## config.mk

```make
export PLATFORM = sky130hd
export DESIGN_NAME = decode_stage_buffer
export DESIGN_NICKNAME = d
export VERILOG_FILES = /design/src/rtl/decode_stage_buffer.sv
export SDC_FILE = /design/constraint.sdc
export NUM_CORES = 1
export LEC_CHECK = 0
export CORE_MARGIN = 2
export CORE_UTILIZATION = 50
export CTS_CLUSTER_DIAMETER = 50
export CTS_CLUSTER_SIZE = 20
export DETAILED_ROUTE_END_ITERATION = 12
export GPL_TIMING_DRIVEN = 0
export PLACE_DENSITY_LB_ADDON = 0.25
export SKIP_CTS_REPAIR_TIMING = 1
export SYNTH_ARGS = -nofsm -noshare
export SYNTH_HDL_FRONTEND = slang
export SYNTH_SLANG_ARGS = --single-unit
```

## constraint.sdc

```tcl
create_clock -name clk -period 25.7 [get_ports clk]
set_input_delay 3.855 -clock clk [delete_from_list [all_inputs] [get_ports clk]]
set_output_delay 3.855 -clock clk [all_outputs]
set_load 0.01 [all_outputs]
```

## src/rtl/decode_stage_buffer.sv

```systemverilog
// Two-entry skid FIFO between fetch and execute. The immediate and legality of each
// instruction are decoded as it is pushed and stored with the entry.
module decode_stage_buffer #(
  parameter logic [31:0] NOP_INSTRUCTION = 32'h0000_0013,
  parameter bit          ILLEGAL_CHECK   = 1'b1
) (
  input  logic        clk,
  input  logic        reset,
  input  logic        flush,
  input  logic        in_valid,
  output logic        in_ready,
  input  logic [31:0] in_instruction,
  input  logic [31:0] in_pc,
  output logic        out_valid,
  input  logic        out_ready,
  output logic [31:0] out_instruction,
  output logic [31:0] out_pc,
  output logic [31:0] out_immediate,
  output logic        out_illegal,
  output logic [31:0] decoded_count
);

  typedef enum logic [1:0] {StEmpty, StOne, StFull} count_e;

  count_e      count_q, count_d;
  logic        wr_ptr_q, wr_ptr_d;
  logic        rd_ptr_q, rd_ptr_d;
  logic [31:0] decoded_count_q, decoded_count_d;

  logic [31:0] instr_mem_q [2];
  logic [31:0] pc_mem_q    [2];
  logic [31:0] imm_mem_q   [2];
  logic        ill_mem_q   [2];

  logic        push, pop;
  logic [31:0] imm_dec;
  logic        ill_dec;

  assign in_ready  = !reset && (count_q != StFull);
  assign out_valid = (count_q != StEmpty);
  assign push      = in_valid && in_ready;
  assign pop       = out_valid && out_ready;

  // Immediate generator; branch offsets are reported relative to pc+4.
  always_comb begin
    imm_dec = 32'h0;
    ill_dec = 1'b0;
    unique case (in_instruction[6:0])
      7'b0110011: imm_dec = 32'h0;
      7'b0010011, 7'b0000011, 7'b1100111, 7'b1110011, 7'b0001111:
        imm_dec = {{20{in_instruction[31]}}, in_instruction[31:20]};
      7'b0100011:
        imm_dec = {{20{in_instruction[31]}}, in_instruction[31:25], in_instruction[11:7]};
      7'b1100011:
        imm_dec = {{19{in_instruction[31]}}, in_instruction[31], in_instruction[7],
                   in_instruction[30:25], in_instruction[11:8], 1'b0} - 32'd4;
      7'b1101111:
        imm_dec = {{11{in_instruction[31]}}, in_instruction[31], in_instruction[19:12],
                   in_instruction[20], in_instruction[30:21], 1'b0};
      7'b0110111, 7'b0010111: imm_dec = {in_instruction[31:12], 12'h000};
      default: ill_dec = 1'b1;
    endcase
    if (in_instruction[1:0] != 2'b11) ill_dec = 1'b1;
    if (!ILLEGAL_CHECK) ill_dec = 1'b0;
  end

  always_comb begin
    count_d         = count_q;
    wr_ptr_d        = wr_ptr_q;
    rd_ptr_d        = rd_ptr_q;
    decoded_count_d = decoded_count_q;
    if (push) wr_ptr_d = ~wr_ptr_q;
    if (pop) begin
      rd_ptr_d        = ~rd_ptr_q;
      decoded_count_d = decoded_count_q + 32'd1;
    end
    if (push && !pop) begin
      count_d = (count_q == StEmpty) ? StOne : StFull;
    end else if (pop && !push) begin
      count_d = (count_q == StFull) ? StOne : StEmpty;
    end
    if (flush) begin
      count_d         = StEmpty;
      wr_ptr_d        = 1'b0;
      rd_ptr_d        = 1'b0;
      decoded_count_d = decoded_count_q;
    end
  end

  always_ff @(posedge clk) begin
    if (reset) begin
      count_q         <= StEmpty;
      wr_ptr_q        <= 1'b0;
      rd_ptr_q        <= 1'b0;
      decoded_count_q <= 32'h0;
    end else begin
      count_q         <= count_d;
      wr_ptr_q        <= wr_ptr_d;
      rd_ptr_q        <= rd_ptr_d;
      decoded_count_q <= decoded_count_d;
    end
  end

  // Payload storage is deliberately left unreset; count gates its visibility.
  always_ff @(posedge clk) begin
    if (push && !flush) begin
      instr_mem_q[wr_ptr_q] <= in_instruction;
      pc_mem_q[wr_ptr_q]    <= in_pc;
      imm_mem_q[wr_ptr_q]   <= imm_dec;
      ill_mem_q[wr_ptr_q]   <= ill_dec;
    end
  end

  always_comb begin
    out_instruction = NOP_INSTRUCTION;
    out_pc          = 32'h0;
    out_immediate   = 32'h0;
    out_illegal     = 1'b0;
    if (out_valid) begin
      out_instruction = instr_mem_q[rd_ptr_q];
      out_pc          = pc_mem_q[rd_ptr_q];
      out_immediate   = imm_mem_q[rd_ptr_q];
      out_illegal     = ill_mem_q[rd_ptr_q];
    end
  end

  assign decoded_count = decoded_count_q;

endmodule
```

==> metrics, run 1 <==
status=complete, no violations; Reg2Reg Depth=7; Critical Path Start Type=input pin; R2R Path Start=count_q[0]; total gr overflow=0; WP data arrival=a little over 5000 ps; latest clock arrival within the worst-skew pair=about 520 ps; mean post-synth cell area=13.01 µm²; GRT Util Overall=0.2119; clock buffer count from CTS=25; Max Cap Violations=0; PortBufs=199; clock tree buffer depth=3; Syn Nets=approximately 830; CTS tree=built; # rows=51; # diodes=0; critical path, cell by cell=clkdlybuf4s50_1 > a21oi_1 > clkdlybuf4s50_1; drt pass-1 iters=6; wire length per cell=roughly 18 µm; Initial Util=0.5090; Vias=~6800; RSZ-0062 raised after global routing=no; Layout area overhead=33.99%; Critical Path Slowest Stage Cell=clkdlybuf4s50_1; leakage power figure=between 4 and 5 nW; vias in the first global route=6480; final hold viol count=0; die span in x=approximately 140 µm; I/O pins=200; worst path bufs/invs=2; worst stage delay on the critical path=580 ps; routability congestion estimate=about 0.95; minimum hold slack=501.7 ps; post-synth top area share=0.5900; core area=roughly 0.019 mm²; Hold Path Class=flip-flop to flip-flop; layout cells sized above 1=0.08627; Hold Path Sink=decoded_count[31]; clk_skew=around 14 ps; crit-path most repeated cell=clkdlybuf4s50_1; DRT Wirelength=22750 µm; FF-to-FF End=pc_mem_q[0][3]; Synth area leader=edfxtp_1; max frequency=roughly 110 MHz; HP Start=decoded_count[31]; Slew Viols, Final=0; Area contributors post-synth=edfxtp_1 (59%), mux2i_1 (9.8%), dfxtp_1 (7.5%); CP startpoint=reset; Max H-tree Level=1; Syn Inst Count=around 760; vias per inst=between 5 and 6; global-route wire length before repair=34330 µm; worst hold path cell count=2; Worst Max-Slew Pin Slew=1009 ps; Post-synth EDFFs=approximately 190; Root Driver=clkbuf_16; asr flop ratio synth=0; pin count of the biggest net entering global routing=18; Die ar.=about 0.021 mm²; Setup CP Type=input pin to output pin; antenna violations before repair=0; period utilisation layout=0.3470; count of different cell masters after synthesis=54; clock sink count=approximately 230; count leader, synth=edfxtp_1; DRT antenna net count=0; Sum Neg Setup Slack=0 ps; WP data required=21840 ps; Yosys warning total=0; FF+latch count, synth=231; Post-route DRC=0; Worst Setup End Kind=output pin; Final setup viols=0; R2R setup slack=between 20000 and 25000 ps; Top delay family on crit path=buffers and inverters; minimum clock period after layout=between 8000 and 9000 ps; clk slew on worst S/H paths=about 60 ps; ys flop type=edfxtp_1; relative slew slack=0.3234; DRT iter0 DRCs=approximately 420; DIE HEIGHT=~140 µm; largest fanout on the critical path=2; Mapped Area=0.009873 mm²; Synth top cells by count=edfxtp_1 (194), nor2_1 (143), mux2i_1 (97); Cell Pwr Density=around 60 mW/mm²; HPWL after DPL=between 15000 and 20000 µm; worst vdd ir=0.04831 mV; Final nets=between 1000 and 1500; sequential area share after synthesis=0.6651
-- worst max path at each step --
stage / endpoint / depth (start not counted)
after global routing: in_ready / 3
final: in_ready / 3
after detailed placement: in_ready / 3
after global placement: instr_mem_q[1][19] / 3
after CTS: in_ready / 3
after floorplan: ill_mem_q[1] / 3
-- worst reg2reg max path: stages, from the launching register on --
cell and delay, ps:
dfxtp_1 440, inv_1 90, a21oi_1 200, nand2_1 180, nor3_2 790, buf_6 270
buf_6 180, buf_4 210
-- metrics by stage --
stage | cell area [µm²] | cells | total power, W | util | worst slack [ps]
final | 13230 | 1285 | 0.0007998 | 0.6820 | 16780
after global routing | 13230 | 1285 | 0.0008262 | 0.6820 | 16750
after CTS | 13230 | 1285 | 0.0008068 | 0.6820 | 16790
after detailed placement | 12410 | 1241 | 0.0004601 | 0.6399 | 16790
after global placement | 12200 | 1223 | 0.0004596 | 0.6287 | 9277
after floorplan | 9873 | 759 | 0.0004370 | - | 13650
-- area by class of cell --
type | instances | area [µm²]
multi-input combinational | 475 | 3098
inverter | 11 | 41.29
clock buffer | 28 | 668.1
timing repair buffer | 217 | 2198
tap | 265 | 331.6
clock inverter | 16 | 147.6
buffer | 42 | 177.7
sequential | 231 | 6566
fill | 1446 | 6170
-- metal layers --
layer / wire [µm] / vias to the layer above / GRT usage
met5: 0 / - / 0
li1: - / 3270 / -
met2: 11180 / 227 / 0.3599
met3: 1459 / 39 / 0.04570
met1: 9599 / 3271 / 0.2806
met4: 505 / 0 / 0.04957
-- power breakdown --
| group | switching [W] | leakage (nW) | internal [W] |
|---|---|---|---|
| logic | 0.0000207 | 1.85 | 0.0000186 |
| registers | 0.00000142 | 1.99 | 0.000411 |
| clock network | 0.000153 | 0.404 | 0.000194 |
| total | 0.000175 | 4.24 | 0.000624 |
-- cell families (layout without fill, tap and decap cells) --
logic type | count (synthesis) | in the layout | share of synthesized area
adder cells (fa/ha/maj) | 3 | 3 | 0.003802
buffers and inverters | 53 | 314 | 0.02218
flip-flops | 231 | 231 | 0.6651
multiplexers | 97 | 97 | 0.09834
AO/OA/AOI/OAI | 60 | 60 | 0.04030
XOR/XNOR | 35 | 35 | 0.03105
AND/OR/NAND/NOR | 280 | 280 | 0.1393
-- cells in the final DEF (no fill, tap or decap), types with 4 or more instances in the layout --
cell type        synthesis  routed
clkdlybuf4s50_1          0     199
and2_1                   5       5
nor4_2                   7       7
xnor2_1                 26      26
o21ai_1                 11      11
xor2_1                   9       9
nand2_1                 47      47
edfxtp_1               194     194
buf_2                    4       4
buf_1                    8       8
clkbuf_16                0      26
nor3_2                   6       7
nor4_1                   4       4
o31ai_1                  4       4
and3_1                   6       6
nor2_1                 143     143
nand3_1                  8       8
nand4_1                  9       9
buf_6                    2      17
dfxtp_1                 37      37
a21o_1                   7       7
or3_1                    4       4
a21oi_1                 16      16
nor2b_1                  4       4
nor3_1                  16      15
inv_6                    0       4
mux2i_1                 97      97
inv_1                   11      11
or4_1                    4       4
clkbuf_1                28      29
-- flip-flops by register name, indices dropped and copies added (netlist names), named ones only --
name           count
imm_mem_q         64
ill_mem_q          2
wr_ptr_q           1
count_q            2
rd_ptr_q           1
pc_mem_q          64
instr_mem_q       64
decoded_count     32
(Power assumes the default switching activity.)
==> run 2: changes to the inputs <==
--- a/config.mk
+++ b/config.mk
@@ -6,7 +6,7 @@
 export NUM_CORES = 1
 export LEC_CHECK = 0
 export CORE_MARGIN = 2
-export CORE_UTILIZATION = 50
+export CORE_UTILIZATION = 47
 export CTS_CLUSTER_DIAMETER = 50
 export CTS_CLUSTER_SIZE = 20
 export DETAILED_ROUTE_END_ITERATION = 12
==> constraint.sdc (replaced) <==
create_clock -name clk -period 7.5 [get_ports clk]
set_input_delay 1.125 -clock clk [delete_from_list [all_inputs] [get_ports clk]]
set_output_delay 1.125 -clock clk [all_outputs]
set_load 0.01 [all_outputs]
==> run 2 against run 1 <==
Core utilization is 4.1 points lower; wire length is 4.0% lower; clock skew is 2.5 ps higher; sequential power grew to 3.4 times the previous value; register-to-register slack worse by 18000 ps; global-route usage is 1.8 points lower; first-iteration DRC count is 12% lower; clock power grew to 3.4 times the previous value.
==> metrics, run 2 (synthesized netlist as in run 1, its figures left out) <==
I/O pins=200 (unchanged); clk_skew=16.70 ps (+2.538 ps); minimum clock period after layout=around 4300 ps; Psw=0.0006138 W (+250%); Worst Setup End Kind=output pin; clk slew on worst S/H paths=70 ps (about the same); Post-Place Cells=1245 (+0.32%); WP data required=6380 ps (-15460 ps); clock buffer count from CTS=24 (-4.0%); RSZ-0062 raised after global routing=no; register area=0.006566 mm² (unchanged); vias in the first global route=6461 (-0.29%); # fillers=1609 (+11%); largest fanout on the critical path=10 (+8); Setup CP Type=flip-flop to output pin; Pwr Total=0.002743 W (+240%); most common cell after layout, fill and taps aside=clkdlybuf4s50_1; # diodes=0 (unchanged); clock tree buffer depth=3 (unchanged); Cell Pwr Density=205.5 mW/mm² (+240%); Max Cap Violations=0 (unchanged); die span in x=148.9 µm (+3.1%); status=complete, no violations; Initial Util=0.4742 (-0.03480); DIE HEIGHT=148.9 µm (+3.1%); routability congestion estimate=0.8864 (-6.7%); Sum Neg Setup Slack=0 ps (unchanged); Switching Fraction=0.2238 (+0.004443); DRT iter0 DRCs=368 (-12%); DRT antenna net count=0 (unchanged); fin util=0.6410 (-0.04098); HPWL after DPL=15830 µm (-4.6%); antenna violations before repair=0 (unchanged); Final nets=1068 (-0.65%); WP data arrival=3130 ps (-1930 ps); PortBufs=199 (unchanged); Layout area overhead=35.18%; layout cells sized above 1=0.08185 (-0.004420); period utilisation layout=0.5676; max frequency=234.9 MHz; Die ar.=0.02218 mm² (+6.2%); relative slew slack=0.3483 (+0.02494); worst vdd ir=0.1665 mV (+240%); DRT Wirelength=21850 µm (-4.0%); logic gate share of total power=0.050 (about the same); Int Power=0.002129 W (+240%); total gr overflow=0 (unchanged); Hold Path Class=flip-flop to flip-flop; top flop regs=imm_mem_q x64, instr_mem_q x64, pc_mem_q x64; core area=0.02082 mm² (+7.3%); HP Start=decoded_count[31]; drt pass-1 iters=4 (-2); sequential power share=0.516 (about the same); Final Non-Filler Cells=1289 (+0.31%); most frequent cells in the layout=clkdlybuf4s50_1 (199), edfxtp_1 (194), nor2_1 (143), mux2i_1 (97), nand2_1 (47); # rows=53 (+3.9%); area occupied by multi-input gates=0.003110 mm² (+0.40%); Root Driver=clkbuf_16; Post-route DRC=0 (unchanged); Critical Path Start Type=flip-flop; Max H-tree Level=1 (unchanged); Worst Max-Slew Pin Slew=977.5 ps (-31.92 ps); Slew Viols, Final=0 (unchanged); CTS tree=built; share of total power in the clock network=0.435 (about the same); leakage power figure=4.256 nW (+0.39%); clock sink count=231 (unchanged); latest clock arrival within the worst-skew pair=510 ps (about the same); Final setup viols=0 (unchanged); wire length per cell=16.95 µm (-4.3%); GRT Util Overall=0.1935 (-0.01839); Vias=6643 (-2.4%); final hold viol count=0 (unchanged); global-route wire length before repair=33690 µm (-1.8%); R2R Path Start=count_q[0]; vias per inst=5.154 (-2.7%); pin count of the biggest net entering global routing=19 (+1)
[run 2: changes by cell type in the layout (fill, tap and decap cells not counted), sizes merged]
cell and delta:
clkinvlp +1, buf -6, inv +1, clkbuf -2
[run 2: worst paths after layout]
kind,to,slack [ps],depth (start not counted)
worst min register to register,decoded_count[31],490,2
worst max-delay path,out_instruction[21],3240,6
worst min-delay path,decoded_count[31],490,2
worst max register to register,instr_mem_q[1][15],4780,8
[run 2: final cells by class]
type | count | area share
sequential | 231 | 0.4920
timing repair buffer | 211 | 0.1712
clock inverter | 18 | 0.01369
multi-input combinational | 475 | 0.2331
clock buffer | 26 | 0.04790
buffer | 42 | 0.01331
inverter | 11 | 0.003094
tap | 275 | 0.02578
[run 2: layer usage]
layer / share of wire / wire, µm / GRT usage / vias up
li1: - / - / - / 3243
met1: 0.42 / 9086 / 0.2538 / 3169
met2: 0.50 / 10920 / 0.3327 / 205
met3: 0.066 / 1450 / 0.03639 / 26
met4: 0.018 / 384 / 0.05048 / 0
met5: 0 / 0 / 0 / -
[run 2: stage by stage]
| stage | setup WS (ps) | hold WS (ps) | instance area (µm²) |
|---|---|---|---|
| floorplan | 1640 | 495.9 | 9883 |
| global placement | -898.5 | 486.6 | 12220 |
| detailed placement | 3667 | 490.8 | 12520 |
| CTS | 3146 | 503.3 | 13350 |
| global route | 3012 | 506.9 | 13350 |
| finish | 3243 | 495.0 | 13350 |
[run 2: power by group through the flow]
stage | clock [W] | combinational (W) | sequential, W
after global routing | 0.00127 | 0.000148 | 0.00142
after CTS | 0.00122 | 0.000137 | 0.00141
after floorplan | 0 | 0.0000511 | 0.00144
after detailed placement | 0 | 0.000136 | 0.00144
after global placement | 0 | 0.000124 | 0.00145
final | 0.00119 | 0.000136 | 0.00141
[run 2: critical path: stages (launching register included)]
cell and delay [ps]:
dfxtp_1 300, clkbuf_1 310, buf_2 400, buf_1 690, mux2i_1 220, nor2_1 130
clkdlybuf4s50_1 570
==> run 3: changes to the inputs <==
--- a/config.mk
+++ b/config.mk
@@ -6,7 +6,7 @@
 export NUM_CORES = 1
 export LEC_CHECK = 0
 export CORE_MARGIN = 2
-export CORE_UTILIZATION = 47
+export CORE_UTILIZATION = 50
 export CTS_CLUSTER_DIAMETER = 50
 export CTS_CLUSTER_SIZE = 20
 export DETAILED_ROUTE_END_ITERATION = 12
==> constraint.sdc (replaced) <==
create_clock -name clk -period 4.05 [get_ports clk]
set_input_delay 0.6075 -clock clk [delete_from_list [all_inputs] [get_ports clk]]
set_output_delay 0.6075 -clock clk [all_outputs]
set_load 0.01 [all_outputs]
==> run 3 against run 2 <==
Critical path depth fell by 1; flip-flop and latch count did not move; core utilization rose by 4.6 points; sequential share of layout area rose by 0.051 points; via count rose by 3.3%; global-route usage rose by 2.6 points; critical endpoint is now out_instruction[9]; die area fell by 5.8%; first-iteration DRC count rose by 40%; clock-buffer cell count rose by 2; cell count fell by 0.47%; critical path type unchanged; largest power group unchanged.
==> metrics, run 3 (synthesized netlist as in run 1, its figures left out) <==
top flop regs=imm_mem_q x64, instr_mem_q x64, pc_mem_q x64; RSZ-0062 raised after global routing=no; grt met1 use=0.2854 (+0.03157); vias per inst=5.350 (+3.8%); fin util=0.6873 (+0.04634); CTS tree=built; Pwr Total=0.005216 W (+90%); leakage power figure=4.263 nW (+0.16%); DRT iter0 DRCs=516 (+40%); Vias=6864 (+3.3%); Setup CP Type=flip-flop to output pin; wire length per cell=18.16 µm (+7.2%); drt pass-1 iters=6 (+2); clk_skew=12.04 ps (-4.658 ps); Final nets=1071 (+0.28%); Placed Area=0.01246 mm² (-0.48%); HP Start=decoded_count[31]; # diodes=0 (unchanged); vias in the first global route=6762 (+4.7%); Final WS setup=197.9 ps (-3045 ps); Hold Path Class=flip-flop to flip-flop; global-route wire length before repair=35590 µm (+5.6%); latest clock arrival within the worst-skew pair=540 ps (+30 ps); met2 Use GR=0.3739 (+0.04119); clk slew on worst S/H paths=60 ps (about the same); # fillers=1443 (-10%); Layout area overhead=35.04%; routability congestion estimate=0.9591 (+8.2%); Max Cap Violations=0 (unchanged); I/O pins=200 (unchanged); pin count of the biggest net entering global routing=21 (+2); DIE HEIGHT=144.5 µm (-3.0%); Place WS=756.8 ps (-2910 ps); Max H-tree Level=1 (unchanged); clock sink count=231 (unchanged); total gr overflow=0 (unchanged); Hold Path Sink=decoded_count[31]; antenna violations before repair=0 (unchanged); M3 GR Usage=0.04073 (+0.004337); minimum clock period after layout=3852 ps; Critical Path Start Type=flip-flop; Root Driver=clkbuf_16; GRT Util Overall=0.2198 (+0.02626); Slew Viols, Final=0 (unchanged); core area=0.01940 mm² (-6.8%); R2R setup slack=1610 ps (-3170 ps); Design Area, Final=0.01333 mm² (-0.10%); most common cell after layout, fill and taps aside=clkdlybuf4s50_1; HPWL after DPL=16330 µm (+3.1%); FF-to-FF End=instr_mem_q[0][6]; worst hold path cell count=2 (unchanged); final hold viol count=0 (unchanged); clock buffer count from CTS=26 (+8.3%); Post-route DRC=0 (unchanged); # rows=51 (-3.8%); Reg2Reg Depth=8 (unchanged); largest fanout on the critical path=10 (unchanged); PortBufs=199 (unchanged); WP data arrival=3240 ps (+110 ps); most frequent cells in the layout=clkdlybuf4s50_1 (199), edfxtp_1 (194), nor2_1 (143), mux2i_1 (97), nand2_1 (47); Final setup viols=0 (unchanged); Cell Pwr Density=391.2 mW/mm² (+90%); clock tree buffer depth=3 (unchanged); worst vdd ir=0.3759 mV (+130%); DRT antenna net count=0 (unchanged); layout cells sized above 1=0.08350 (+0.001643); R2R Path Start=count_q[0]; Die ar.=0.02089 mm² (-5.8%); WP data required=3440 ps (-2940 ps); DRT Wirelength=23300 µm (+6.7%); status=complete, no violations; Worst Max-Slew Pin Slew=1062 ps (+84.66 ps); period utilisation layout=0.9511; Initial Util=0.5090 (+0.03480); max frequency=~260 MHz; Top Usage Layer GRT=met2; minimum hold slack=489.3 ps (-5.711 ps); CP startpoint=count_q[0]; die span in x=144.5 µm (-3.0%); relative slew slack=0.2736 (-0.07475); Worst Setup End Kind=output pin
[run 3: worst max path at each step]
stage	slack (ps)	to	cells past startpoint
after global placement	-1750	instr_mem_q[1][1]	3
after floorplan	20	ill_mem_q[1]	3
after global routing	10	out_instruction[9]	5
after detailed placement	760	out_instruction[9]	5
after CTS	160	out_instruction[9]	5
final	200	out_instruction[9]	5
[run 3: where the power goes]
group          switching [W]  internal, W  total (W)  leakage, nW
clock                0.00102      0.00132    0.00234        0.422
sequential        0.00000961      0.00261    0.00262         1.99
combinational       0.000134     0.000122   0.000256         1.85
total                0.00116      0.00405    0.00522         4.26
[run 3: through the flow]
stage,cells,TNS [ps]
6_report,1283,0
5_1_grt,1283,0
4_1_cts,1283,0
3_5_place_dp,1236,0
3_3_place_gp,1223,-315720
2_1_floorplan,759,0
[run 3: final cells by class]
class                      count  area (µm²)  share of cell area
buffer                        42       177.7             0.01333
tap                          265       331.6             0.02487
clock buffer                  28       679.4             0.05096
inverter                      11       41.29            0.003097
multi-input combinational    475        3110              0.2333
sequential                   231        6566              0.4925
timing repair buffer         212        2237              0.1678
clock inverter                19       188.9             0.01417
[run 3: routing by layer]
metal,part of all wire,wire (µm)
met1,0.41,9472
met2,0.50,11550
met3,0.065,1507
met4,0.033,769
met5,0,0
[run 3: critical path, stage by stage, from the launching register on]
cell	delay, ps
dfxtp_1	360
nor2_1	460
clkbuf_1	670
clkbuf_1	570
nor2_1	140
clkdlybuf4s50_1	510
